$ cat src/rtl/crg_cdc_bus_tx.sv
// Source-domain launcher for a multi-bit bus crossing on a 4-phase req/ack handshake.
// A word is captured from a valid/ready producer and held on xfer_data until the handshake returns to idle.
module crg_cdc_bus_tx #(
  parameter int WIDTH       = 16,
  parameter int SYNC_STAGES = 2,  // legal range 2..4
  parameter int TIMEOUT_CYC = 0   // 0 disables the ack-high timeout
) (
  input  logic             clk,
  input  logic             reset,
  input  logic             src_valid,
  input  logic [WIDTH-1:0] src_data,
  output logic             src_ready,
  output logic [WIDTH-1:0] xfer_data,
  output logic             xfer_req,
  input  logic             xfer_ack,
  output logic             done,
  output logic             timeout_err,
  output logic             busy
);

  localparam int                CNT_W    = (TIMEOUT_CYC > 0) ? $clog2(TIMEOUT_CYC + 1) : 1;
  localparam bit                TMO_EN   = (TIMEOUT_CYC != 0);
  localparam logic [CNT_W-1:0]  CNT_LAST = TMO_EN ? CNT_W'(TIMEOUT_CYC - 1) : '0;
  localparam logic [CNT_W-1:0]  CNT_MAX  = '1;

  typedef enum logic [1:0] {
    IDLE,
    SETUP,
    REQ_HI,
    REQ_LO
  } state_t;

  state_t                 state;
  state_t                 state_n;
  logic                   req_n;
  logic [WIDTH-1:0]       data_n;
  logic                   done_n;
  logic                   tmo_n;
  logic [CNT_W-1:0]       cnt;
  logic [CNT_W-1:0]       cnt_n;
  logic                   timed_out;
  logic                   timed_out_n;
  logic                   accept;
  logic [SYNC_STAGES-1:0] ack_sync;
  logic                   ack_s;

  // xfer_ack is asynchronous; only the last synchronizer stage reaches the FSM.
  always_ff @(posedge clk) begin
    if (reset) begin
      ack_sync <= '0;
    end else begin
      ack_sync <= {ack_sync[SYNC_STAGES-2:0], xfer_ack};
    end
  end

  assign ack_s     = ack_sync[SYNC_STAGES-1];
  assign src_ready = (state == IDLE) & ~reset;
  assign accept    = src_valid & src_ready;
  assign busy      = (state != IDLE);

  always_ff @(posedge clk) begin
    if (reset) begin
      state       <= IDLE;
      xfer_req    <= 1'b0;
      xfer_data   <= '0;
      done        <= 1'b0;
      timeout_err <= 1'b0;
      cnt         <= '0;
      timed_out   <= 1'b0;
    end else begin
      state       <= state_n;
      xfer_req    <= req_n;
      xfer_data   <= data_n;
      done        <= done_n;
      timeout_err <= tmo_n;
      cnt         <= cnt_n;
      timed_out   <= timed_out_n;
    end
  end

  always_comb begin
    state_n     = state;
    req_n       = xfer_req;
    data_n      = xfer_data;
    done_n      = 1'b0;
    tmo_n       = 1'b0;
    cnt_n       = cnt;
    timed_out_n = timed_out;
    case (state)
      IDLE: begin
        if (accept) begin
          data_n      = src_data;
          timed_out_n = 1'b0;
          state_n     = SETUP;
        end
      end
      // One cycle of data setup ahead of the request edge.
      SETUP: begin
        req_n   = 1'b1;
        cnt_n   = '0;
        state_n = REQ_HI;
      end
      // A stale ack already high on entry is accepted as the acknowledge.
      REQ_HI: begin
        if (ack_s) begin
          req_n   = 1'b0;
          state_n = REQ_LO;
        end else if (TMO_EN && (cnt == CNT_LAST)) begin
          req_n       = 1'b0;
          tmo_n       = 1'b1;
          timed_out_n = 1'b1;
          state_n     = REQ_LO;
        end else if (cnt != CNT_MAX) begin
          cnt_n = cnt + CNT_W'(1);
        end
      end
      // No timeout here: never re-request while the destination still holds ack.
      REQ_LO: begin
        if (!ack_s) begin
          done_n  = ~timed_out;
          state_n = IDLE;
        end
      end
      default: begin
        state_n = IDLE;
      end
    endcase
  end

endmodule

$ cat config.mk
export PLATFORM = sky130hd
export DESIGN_NAME = crg_cdc_bus_tx
export DESIGN_NICKNAME = d
export VERILOG_FILES = /design/src/rtl/crg_cdc_bus_tx.sv
export SDC_FILE = /design/constraint.sdc
export NUM_CORES = 1
export LEC_CHECK = 0
export CAP_MARGIN = 20
export CORE_MARGIN = 8
export CORE_UTILIZATION = 30
export CTS_BUF_LIST = sky130_fd_sc_hd__clkbuf_8 sky130_fd_sc_hd__clkbuf_16
export DETAILED_ROUTE_END_ITERATION = 10
export GPL_ROUTABILITY_DRIVEN = 0
export GPL_TIMING_DRIVEN = 0
export PLACE_DENSITY = 0.6
export SYNTH_ARGS = -nofsm -noshare
export SYNTH_HDL_FRONTEND = slang
export SYNTH_SLANG_ARGS = --single-unit
$ cat constraint.sdc
create_clock -name clk -period 1.75 [get_ports clk]
set_clock_uncertainty 0.2 [all_clocks]
set_input_delay 0.35 -clock clk [delete_from_list [all_inputs] [get_ports clk]]
set_output_delay 0.35 -clock clk [all_outputs]
set_load 0.01 [all_outputs]
Yosys cells after proc, flatten, opt, wreduce, memory -nomap -nowiden
Cells that the tools add are included.
Cells by class
  eq/ne operators: 6
  muxes and demuxes: 6
  bitwise gates (word level): 4
  reduce and logical (&&, ||, !) cells: 7
Operators by type and width (number)
  $pmux W2 S4: 1
  $mux W2: 3
  $ne A2 B2 Y1 const B: 3
  $eq A2 B2 Y1 const B: 2
  $reduce_and A2 Y1: 2
  $reduce_bool A2 Y1: 2
  $reduce_and A3 Y1: 1
  $reduce_or A3 Y1: 1
  $and A1 B1 Y1: 2
  $eq A2 B1 Y1 const B: 1
  $logic_not A2 Y1: 1
  $not A1 Y1: 2
  $pmux W1 S2: 1
  $mux W1: 1
Word-level totals
  bits in registers: 22
  bits of input ports: 20
  word-level logic and storage cells: 28

Logic depth before layout (Yosys ltp)
Gate-level depths: netlist of the first run.
  word-level depth: 5
  depth in mapped cells: 7
  gate-level depth less buffers: 5

Least setup slack after synthesis of the first run
OpenSTA, ideal clock, no wires.
  kind: register -> register
  start point: reg state[0]
  end point: reg xfer_data[10]
  setup time: 0.113 ns
  arrival: 1.205 ns
  data required time: 1.437 ns
  slack: 0.232 ns
  cell stages (with the launch flop): 8
  path buffers: 2
  period minus slack after synthesis: 1.518 ns
  cells stage by stage: dfxtp_1 -> inv_1 -> ha_1 -> and3b_1 -> buf_6 -> buf_6 -> nand2_1 -> o21ai_2
On the way
  longest elaborated chain between the ends: 4
RTL lines
  from (decl): line 33  | state_t state;
  from (signal assigned): line 71  | state <= state_n;
  $logic_not A2 Y1 (*): line 57, 89
  $and A1 B1 Y1: line 57  | assign src_ready = (state == IDLE) & ~reset;
  $and A1 B1 Y1: line 58  | assign accept = src_valid & src_ready;
  $reduce_and A2 Y1 (no source line) (*)
  to (signal assigned): line 73  | xfer_data <= data_n;
  to (decl): line 13  | output logic [WIDTH-1:0] xfer_data,
Every way passes the cells marked *; elsewhere a longest branch is shown, timed or not.
A chain may end at the register's enable or synchronous reset.

Worst setup path in the final report of the first run
  start point: reg xfer_data[4]
  end point: out xfer_data[4]
No word-level cell between the ends.

==> flow_metrics.py, run 1 <==
metrics = {
    "run_status": {
        "status": "finished clean",
    },
    "placed_design": {
        "dp_slack_ns": -0.6478,
        "dp_hpwl_um": 1819,
        "port_buffers": 39,
        "placed_area_um2": 1435,
    },
    "critical_path": {
        "crit_cells": 1,
        "crit_path_start": "xfer_data[4]",
        "cp.buffers_inverters": 1,
        "slowest_stage": "clkdlybuf4s50_1",
        "cp_slowest_stage_delay_ns": 0.56,
        "worstPathArrival_ns": 1.16,
        "r2r_cells": 8,
        "crit_chain": "clkdlybuf4s50_1",
        "path_class": "reg -> out",
        "rrSetupSlack_ns": 0.12,
        "rr_endpoint": "xfer_data[10]",
        "cpLargestDelayFamily": "buffers and inverters",
        "crit_path_max_fanout": 2,
        "crit_path_start_kind": "register",
        "cp-end-kind": "output port",
        "cp.required_ns": 1.20,
        "regToRegStartpoint": "state[1]",
        "worstSetupEndpoint": "xfer_data[4]",
    },
    "pwr": {
        "leakage_nw": 0.5896,
        "ir_worst_vdd_mv": 0.4404,
        "power_w": 0.001675,
        "power_density_nw_per_um2": 1129,
    },
    "grt": {
        "grt_max_degree": 12,
        "grt_util_all_layers_pct": 9.209,
        "grt_pass1_wl_um": 3946,
        "grt_overflow": 0,
        "antenna_found_initial": 0,
        "grt_pass1_vias": 873,
    },
    "timing": {
        "post-route-min-period_ns": 1.708,
        "period_share_pct": 97.59,
        "slew_viol_final": 0,
        "setup_viol": 0,
        "hold_viol": 0,
        "tns_ns": 0,
        "fmax_ghz": 0.5855,
        "rsz0062_at_grt": "no",
        "fin_ws_ns": 0.04209,
    },
    "cells_and_area": {
        "synthToLayoutAreaGrowth_pct": 50.32,
        "drive_gt1_share_pct": 20.55,
        "diodes": 0,
        "final_util_pct": 45.55,
        "final_cell_area_um2": 1484,
        "nets": 172,
    },
    "floorplan": {
        "design.die.area_um2": 5382,
        "row_count": 21,
        "coreArea_um2": 3258,
        "ios": 41,
        "die_w_um": 73.37,
        "initial_core_util_pct": 30.30,
        "die_h_um": 73.37,
    },
    "drt": {
        "drtIter0Drc": 27,
        "num_vias": 818,
        "antenna_left": 0,
        "drt_wl_total_um": 2296,
        "wl_per_cell_um": 11.96,
        "drc": 0,
        "drtPass1Iterations": 4,
        "routed_via_density": 4.260,
    },
    "clocking": {
        "cts_buffers": 3,
        "insertion_delay_ns": 0.25,
        "clk_pin_slew_ns": 0.07,
        "cts_tree": "done",
        "cts_root_buf": "clkbuf_8",
        "numClockSinks": 22,
        "hold_buffers": 0,
        "clockBufferDepth": 2,
        "cts_htree_levels": 1,
    },
    "job": {
        "cap_violations": 0,
    },
    "logic_synthesis": {
        "syn-instance-count": 103,
        "ys_ff_latch": 22,
        "syn_area_um2": 987.2,
        "syn_avg_cell_area_um2": 9.584,
        "synth_cell_type_count": 21,
        "yosys_warnings": 0,
        "ys_seq_area_share_pct": 44.61,
        "syn_nets": 127,
    },
    "worst_hold_path": {
        "hold_path.class": "reg -> reg",
    },
}
cell type report:
type,instances,area (um2)
tap,46,57.56
multi-input combinational,71,469.2
timing repair buffer,40,389.1
sequential,22,442.9
clock buffer,3,41.29
fill,349,1774
inverter,3,11.26
buffer,7,72.57
synthesized netlist by cell type (all sizes together):
cell	count	area share (%)
a211oi	1	0.76
a21oi	1	0.51
a221oi	1	1.5
and3b	1	0.89
buf	5	6.2
clkbuf	2	0.76
conb	1	0.38
dfxtp	22	45
ha	4	5.1
inv	3	1.1
mux2i	1	1.0
nand2	17	6.5
nand2b	19	12
nor2	3	1.1
nor2b	4	2.5
nor3b	1	0.76
o21a	1	0.76
o21ai	16	13
flip-flops by register name, indices dropped and copies added, names as in the netlist:
name,count
done,1
ack_sync,2
state,2
xfer_req,1
xfer_data,16
layout by cell type (no fill, tap or decap), types with 2 or more instances in the layout:
master	count
o21ai_2	14
o21ai_1	2
nor2b_1	4
dfxtp_1	20
nand2b_1	19
inv_1	3
nor2_1	3
buf_6	3
ha_1	3
clkbuf_8	3
clkdlybuf4s50_1	35
nand2_1	17
dfxtp_2	2
buf_4	2
timing repair:
| item | 4_1_cts | 5_1_grt |
|---|---|---|
| gates resized for setup | 11 | 3 |
| buffers inserted | 1 | 0 |
| gates cloned | 0 | 0 |
| setup endpoints to repair | 2 | 2 |
| pin swaps | 1 | 0 |
logic make-up (layout without fill, tap and decap cells):
kind of cell    after synthesis  after routing  synth area share [%]
other cells                   1              1                0.3799
buf+inv                      10             53                 8.112
flops                        22             22                 44.61
fa+ha+maj                     4              4                 5.070
compound gates               20             20                 16.98
simple gates                 45             45                 23.83
mux                           1              1                 1.014
routing by layer:
| layer | wire [um] | track usage [%] | vias to the layer above | part of all wire (%) |
|---|---|---|---|---|
| li1 | - | - | 414 | - |
| met1 | 973 | 9.693 | 376 | 42 |
| met2 | 1098 | 15.89 | 26 | 48 |
| met3 | 213 | 3.956 | 2 | 9.3 |
| met4 | 10 | 3.326 | 0 | 0.44 |
| met5 | 0 | 0 | - | 0 |
how the worst min path moves through the flow:
| stage | startpoint | endpoint | cells after the start |
|---|---|---|---|
| floorplan | ack_sync[0] | ack_sync[1] | 1 |
| global placement | ack_sync[0] | ack_sync[1] | 1 |
| detailed placement | ack_sync[0] | ack_sync[1] | 1 |
| CTS | ack_sync[0] | ack_sync[1] | 1 |
| global route | ack_sync[0] | ack_sync[1] | 1 |
| finish | ack_sync[0] | ack_sync[1] | 1 |
stage by stage:
step	hold slack, ns	cells
4_1_cts	0.2525	192
2_1_floorplan	0.2138	103
3_3_place_gp	0.2221	188
5_1_grt	0.2690	192
6_report	0.2478	192
3_5_place_dp	0.2472	188
power by group:
part,total [W],switching [W],leakage [nW],internal (W)
registers,0.000680,0.0000662,0.182,0.000614
clock network,0.000294,0.000141,0.0216,0.000153
logic,0.000701,0.000312,0.386,0.000389
Note: power is estimated with default switching activity, not from simulation.
==> inputs of run 2 (changes only) <==
ABC_CLOCK_PERIOD_IN_PS = 1750   (was default)
CORE_UTILIZATION = 41   (was 30)
PLACE_DENSITY = 0.77   (was 0.6)
==> flow_metrics.py, run 2 (synthesized netlist as in run 1, its figures left out) <==
metrics = {
    "placed_design": {
        "dp_hpwl_um": 1797,
        "placed_area_um2": 1413,
        "port_buffers": 39,
        "dp_slack_ns": -0.6698,
    },
    "cells_and_area": {
        "final_common_cell": "clkdlybuf4s50_1",
        "diodes": 0,
        "drive_gt1_share_pct": 21.92,
        "regMostFlops": "xfer_data",
        "largest_register_ffs": 16,
        "nFillCells": 198,
        "synthToLayoutAreaGrowth_pct": 49.94,
        "mostFrequentLayoutCells": "clkdlybuf4s50_1, dfxtp_1, nand2b_1, nand2_1, o21ai_2",
        "reg_top3": "xfer_data (16), ack_sync (2), state (2)",
        "final_cell_area_um2": 1480,
        "nets": 171,
        "regArea_um2": 442.9,
        "multi_input_area_um2": 479.2,
    },
    "timing": {
        "hold_viol": 0,
        "tns_ns": 0,
        "slew_viol_final": 0,
        "fmax_ghz": 0.5907,
        "post-route-min-period_ns": 1.693,
        "period_share_pct": 96.73,
        "fin_ws_ns": 0.05720,
        "setup_viol": 0,
        "rsz0062_at_grt": "no",
    },
    "critical_path": {
        "worstPathArrival_ns": 1.14,
        "slowest_stage": "clkdlybuf4s50_1",
        "cpLargestDelayFamily": "buffers and inverters",
        "crit_chain": "clkdlybuf4s50_1",
        "cp-end-kind": "output port",
        "path_class": "reg -> out",
        "cp.buffers_inverters": 1,
        "crit_path_start_kind": "register",
        "crit_path_max_fanout": 2,
        "cp_slowest_stage_delay_ns": 0.55,
        "cp.required_ns": 1.20,
    },
    "clocking": {
        "clockBufferDepth": 2,
        "cts_root_buf": "clkbuf_8",
        "numClockSinks": 22,
        "clk_pin_slew_ns": 0.08,
        "cts_tree": "done",
        "postCtsSetupRepairBufs": 0,
        "cts_buffers": 3,
        "insertion_delay_ns": 0.25,
        "cts_htree_levels": 1,
    },
    "grt": {
        "grt_busiest_layer": "met2",
        "grt_pass1_vias": 836,
        "grtUsageMet3_pct": 3.952,
        "use_met2_pct": 20.25,
        "antenna_found_initial": 0,
        "grt_max_degree": 13,
        "grt_util_all_layers_pct": 11.20,
        "grt_pass1_wl_um": 3870,
        "grt_util_met1_pct": 11.34,
        "grt_overflow": 0,
    },
    "floorplan": {
        "die_h_um": 65.07,
        "coreArea_um2": 2255,
        "initial_core_util_pct": 43.78,
        "row_count": 17,
        "die_w_um": 65.07,
        "ios": 41,
        "design.die.area_um2": 4234,
    },
    "drt": {
        "antenna_left": 0,
        "drtIter0Drc": 36,
        "drt_wl_total_um": 2322,
        "drtPass1Iterations": 4,
        "routed_via_density": 4.684,
        "wl_per_cell_um": 13.34,
        "num_vias": 815,
        "drc": 0,
    },
    "pwr": {
        "power_w": 0.001749,
        "power_density_nw_per_um2": 1182,
        "leakage_nw": 0.6104,
        "ir_worst_vdd_mv": 0.6902,
    },
    "worst_hold_path": {
        "hold_path.class": "reg -> reg",
    },
    "job": {
        "cap_violations": 0,
    },
    "run_status": {
        "status": "finished clean",
    },
}
[run 2: cell types whose count changed in the layout (fill, tap and decap cells not counted)]
cell,delta
inv_2,+2
ha_2,-1
clkbuf_8,+1
dlymetal6s2s_1,+1
inv_1,-2
buf_4,-1
ha_4,+1
clkdlybuf4s50_1,-1
[run 2: power breakdown]
part | switching (W) | total (W) | internal (W)
combinational | 0.000327 | 0.000719 | 0.000392
sequential | 0.0000665 | 0.000680 | 0.000614
clock | 0.000150 | 0.000350 | 0.000200
[run 2: per-stage QoR]
stage | utilization [%] | cells | hold slack (ns)
2_1_floorplan | - | 103 | 0.2138
3_3_place_gp | 62.65 | 170 | 0.2272
3_5_place_dp | 62.65 | 170 | 0.2303
4_1_cts | 65.65 | 174 | 0.2479
5_1_grt | 65.65 | 174 | 0.2596
6_report | 65.65 | 174 | 0.2418
[run 2: final timing paths]
| path | cells after the start | slack, ns | to | startpoint |
|---|---|---|---|---|
| worst max-delay path | 1 | 0.06 | xfer_data[12] | xfer_data[12] |
| worst max register to register | 5 | 0.16 | state[1] | state[0] |
| worst min register to register | 1 | 0.24 | ack_sync[1] | ack_sync[0] |
| worst min-delay path | 1 | 0.24 | ack_sync[1] | ack_sync[0] |
[run 2: per-layer routing]
layer / wire [um] / part of all wire (%) / vias to the layer above
li1: - / - / 418
met1: 938 / 40 / 366
met2: 1126 / 48 / 27
met3: 231 / 9.9 / 4
met4: 25 / 1.1 / 0
met5: 0 / 0 / -
[run 2: layout make-up]
| type | count | share of cell area [%] |
|---|---|---|
| sequential | 22 | 29.92 |
| tap | 28 | 2.367 |
| clock buffer | 4 | 3.719 |
| multi-input combinational | 71 | 32.38 |
| timing repair buffer | 39 | 25.95 |
| buffer | 7 | 4.903 |
| inverter | 3 | 0.7608 |
[run 2: timing repair]
| action | in CTS | in global routing |
|---|---|---|
| endpoints found under the setup margin | 2 | 3 |
| hold buffers | 0 | 0 |
| resized for setup | 15 | 3 |
| cloned | 0 | 0 |
==> inputs of run 3 (changes only) <==
--- a/config.mk
+++ b/config.mk
@@ -12,2 +12,3 @@
 export CTS_BUF_LIST = sky130_fd_sc_hd__clkbuf_8 sky130_fd_sc_hd__clkbuf_16
+export CTS_CLUSTER_SIZE = 25
 export DETAILED_ROUTE_END_ITERATION = 10
==> constraint.sdc (replaced) <==
create_clock -name clk -period 1.75 [get_ports clk]
set_clock_uncertainty 0.2 [all_clocks]
set_input_delay 0.175 -clock clk [delete_from_list [all_inputs] [get_ports clk]]
set_output_delay 0.175 -clock clk [all_outputs]
set_load 0.01 [all_outputs]
==> flow_metrics.py, run 3 (synthesized netlist as in run 1, its figures left out) <==
metrics = {
    "timing": {
        "slew_viol_final": 0,
        "rsz0062_at_grt": "no",
        "fmax_ghz": 0.6192,
        "fin_ws_ns": 0.1351,
        "hold_viol": 0,
        "setup_viol": 0,
        "period_share_pct": 92.28,
        "post-route-min-period_ns": 1.615,
    },
    "worst_hold_path": {
        "hold_path.class": "reg -> reg",
    },
    "clocking": {
        "insertion_delay_ns": 0.25,
        "cts_buffers": 3,
        "clockBufferDepth": 2,
        "clk_pin_slew_ns": 0.07,
        "cts_root_buf": "clkbuf_8",
        "cts_tree": "done",
        "postCtsSetupRepairBufs": 0,
        "numClockSinks": 22,
        "cts_htree_levels": 1,
    },
    "drt": {
        "drc": 0,
        "num_vias": 803,
        "drt_wl_total_um": 2299,
        "routed_via_density": 4.615,
        "wl_per_cell_um": 13.21,
        "antenna_left": 0,
        "drtPass1Iterations": 4,
        "drtIter0Drc": 35,
    },
    "floorplan": {
        "die_w_um": 65.07,
        "row_count": 17,
        "coreArea_um2": 2255,
        "design.die.area_um2": 4234,
        "initial_core_util_pct": 43.78,
        "die_h_um": 65.07,
        "ios": 41,
    },
    "pwr": {
        "power_density_nw_per_um2": 1177,
        "power_w": 0.001730,
        "leakage_nw": 0.5773,
        "ir_worst_vdd_mv": 0.6697,
    },
    "placed_design": {
        "dp_slack_ns": -0.3198,
        "placed_area_um2": 1413,
        "port_buffers": 39,
        "dp_hpwl_um": 1797,
    },
    "critical_path": {
        "crit_path_max_fanout": 4,
        "cp-end-kind": "output port",
        "worstPathArrival_ns": 1.24,
        "rr_endpoint": "state[1]",
        "crit_path_start_kind": "register",
        "cp.required_ns": 1.37,
        "rrSetupSlack_ns": 0.19,
        "path_class": "reg -> out",
        "regToRegStartpoint": "state[0]",
        "r2r_cells": 5,
        "worstSetupEndpoint": "busy",
        "crit_path_start": "state[0]",
    },
    "cells_and_area": {
        "final_common_cell": "clkdlybuf4s50_1",
        "synthToLayoutAreaGrowth_pct": 48.92,
        "mostFrequentLayoutCells": "clkdlybuf4s50_1, dfxtp_1, nand2b_1, nand2_1, o21ai_2",
        "reg_top3": "xfer_data (16), ack_sync (2), state (2)",
        "regMostFlops": "xfer_data",
        "largest_register_ffs": 16,
        "nets": 171,
        "diodes": 0,
        "final_cell_area_um2": 1470,
        "drive_gt1_share_pct": 19.86,
    },
    "run_status": {
        "status": "finished clean",
    },
    "grt": {
        "grt_util_all_layers_pct": 10.96,
        "grt_max_degree": 13,
        "antenna_found_initial": 0,
        "grt_pass1_wl_um": 3822,
        "grt_overflow": 0,
        "grt_pass1_vias": 833,
    },
    "job": {
        "cap_violations": 0,
    },
}
[run 3: cell types whose count changed in the layout (fill, tap and decap cells not counted)]
| cell | change |
|---|---|
| clkdlybuf4s50_1 | +3 |
| dlymetal6s2s_1 | -2 |
| inv_1 | +2 |
| inv_2 | -2 |
| buf_2 | -1 |
| ha_2 | +1 |
| ha_4 | -1 |
[run 3: timing repair]
action	4_1_cts	5_1_grt
pin swaps	0	0
gates cloned	0	0
setup endpoints to repair	2	1
hold buffers	0	0
gates resized for setup	6	4
[run 3: layer usage]
layer  share of wire, %  routed length [um]  GRT usage, %  vias to the layer above
met5                  0                   0             0                        -
met4               0.61                  14         4.087                        0
met3                9.3                 214         3.780                        2
met2                 48                1114         20.12                       23
met1                 42                 956         11.14                      363
li1                   -                   -             -                      415
[run 3: worst max-delay path, stage by stage (launching register included)]
cell           delay (ns)
dfxtp_2              0.36
inv_1                0.07
ha_2                 0.21
inv_1                0.08
dlygate4sd2_1        0.27
[run 3: power breakdown]
part / leakage [nW] / internal, W / switching, W / total [W]
clock network: 0.0288 / 0.000200 / 0.000150 / 0.000350
logic: 0.367 / 0.000384 / 0.000318 / 0.000702
registers: 0.182 / 0.000614 / 0.0000644 / 0.000678
[run 3: worst min path at each step]
| stage | startpoint | endpoint | slack, ns | cells past startpoint |
|---|---|---|---|---|
| after detailed placement | ack_sync[0] | ack_sync[1] | 0.23 | 1 |
| after CTS | ack_sync[0] | ack_sync[1] | 0.25 | 1 |
| after floorplan | src_data[0] | xfer_data[0] | 0.09 | 2 |
| after global placement | ack_sync[0] | ack_sync[1] | 0.23 | 1 |
| after global routing | ack_sync[0] | ack_sync[1] | 0.26 | 1 |
| final | ack_sync[0] | ack_sync[1] | 0.24 | 1 |
[run 3: layout make-up]
class,instances,area [um2]
plain buffers,7,72.57
clock buffers,4,55.05
fillers,200,784.5
inverters,3,11.26
multi-input cells,71,469.2
flip-flops and latches,22,442.9
well taps,28,35.03
repair buffers,39,384.1
[run 3: per-stage QoR]
step	cells	utilization [%]	hold slack, ns	TNS (ns)
2_1_floorplan	103	-	0.08760	0
3_3_place_gp	170	62.65	0.2272	-0.2794
3_5_place_dp	170	62.65	0.2303	-0.3198
4_1_cts	174	65.26	0.2479	0
5_1_grt	174	65.21	0.2596	0
6_report	174	65.21	0.2423	0
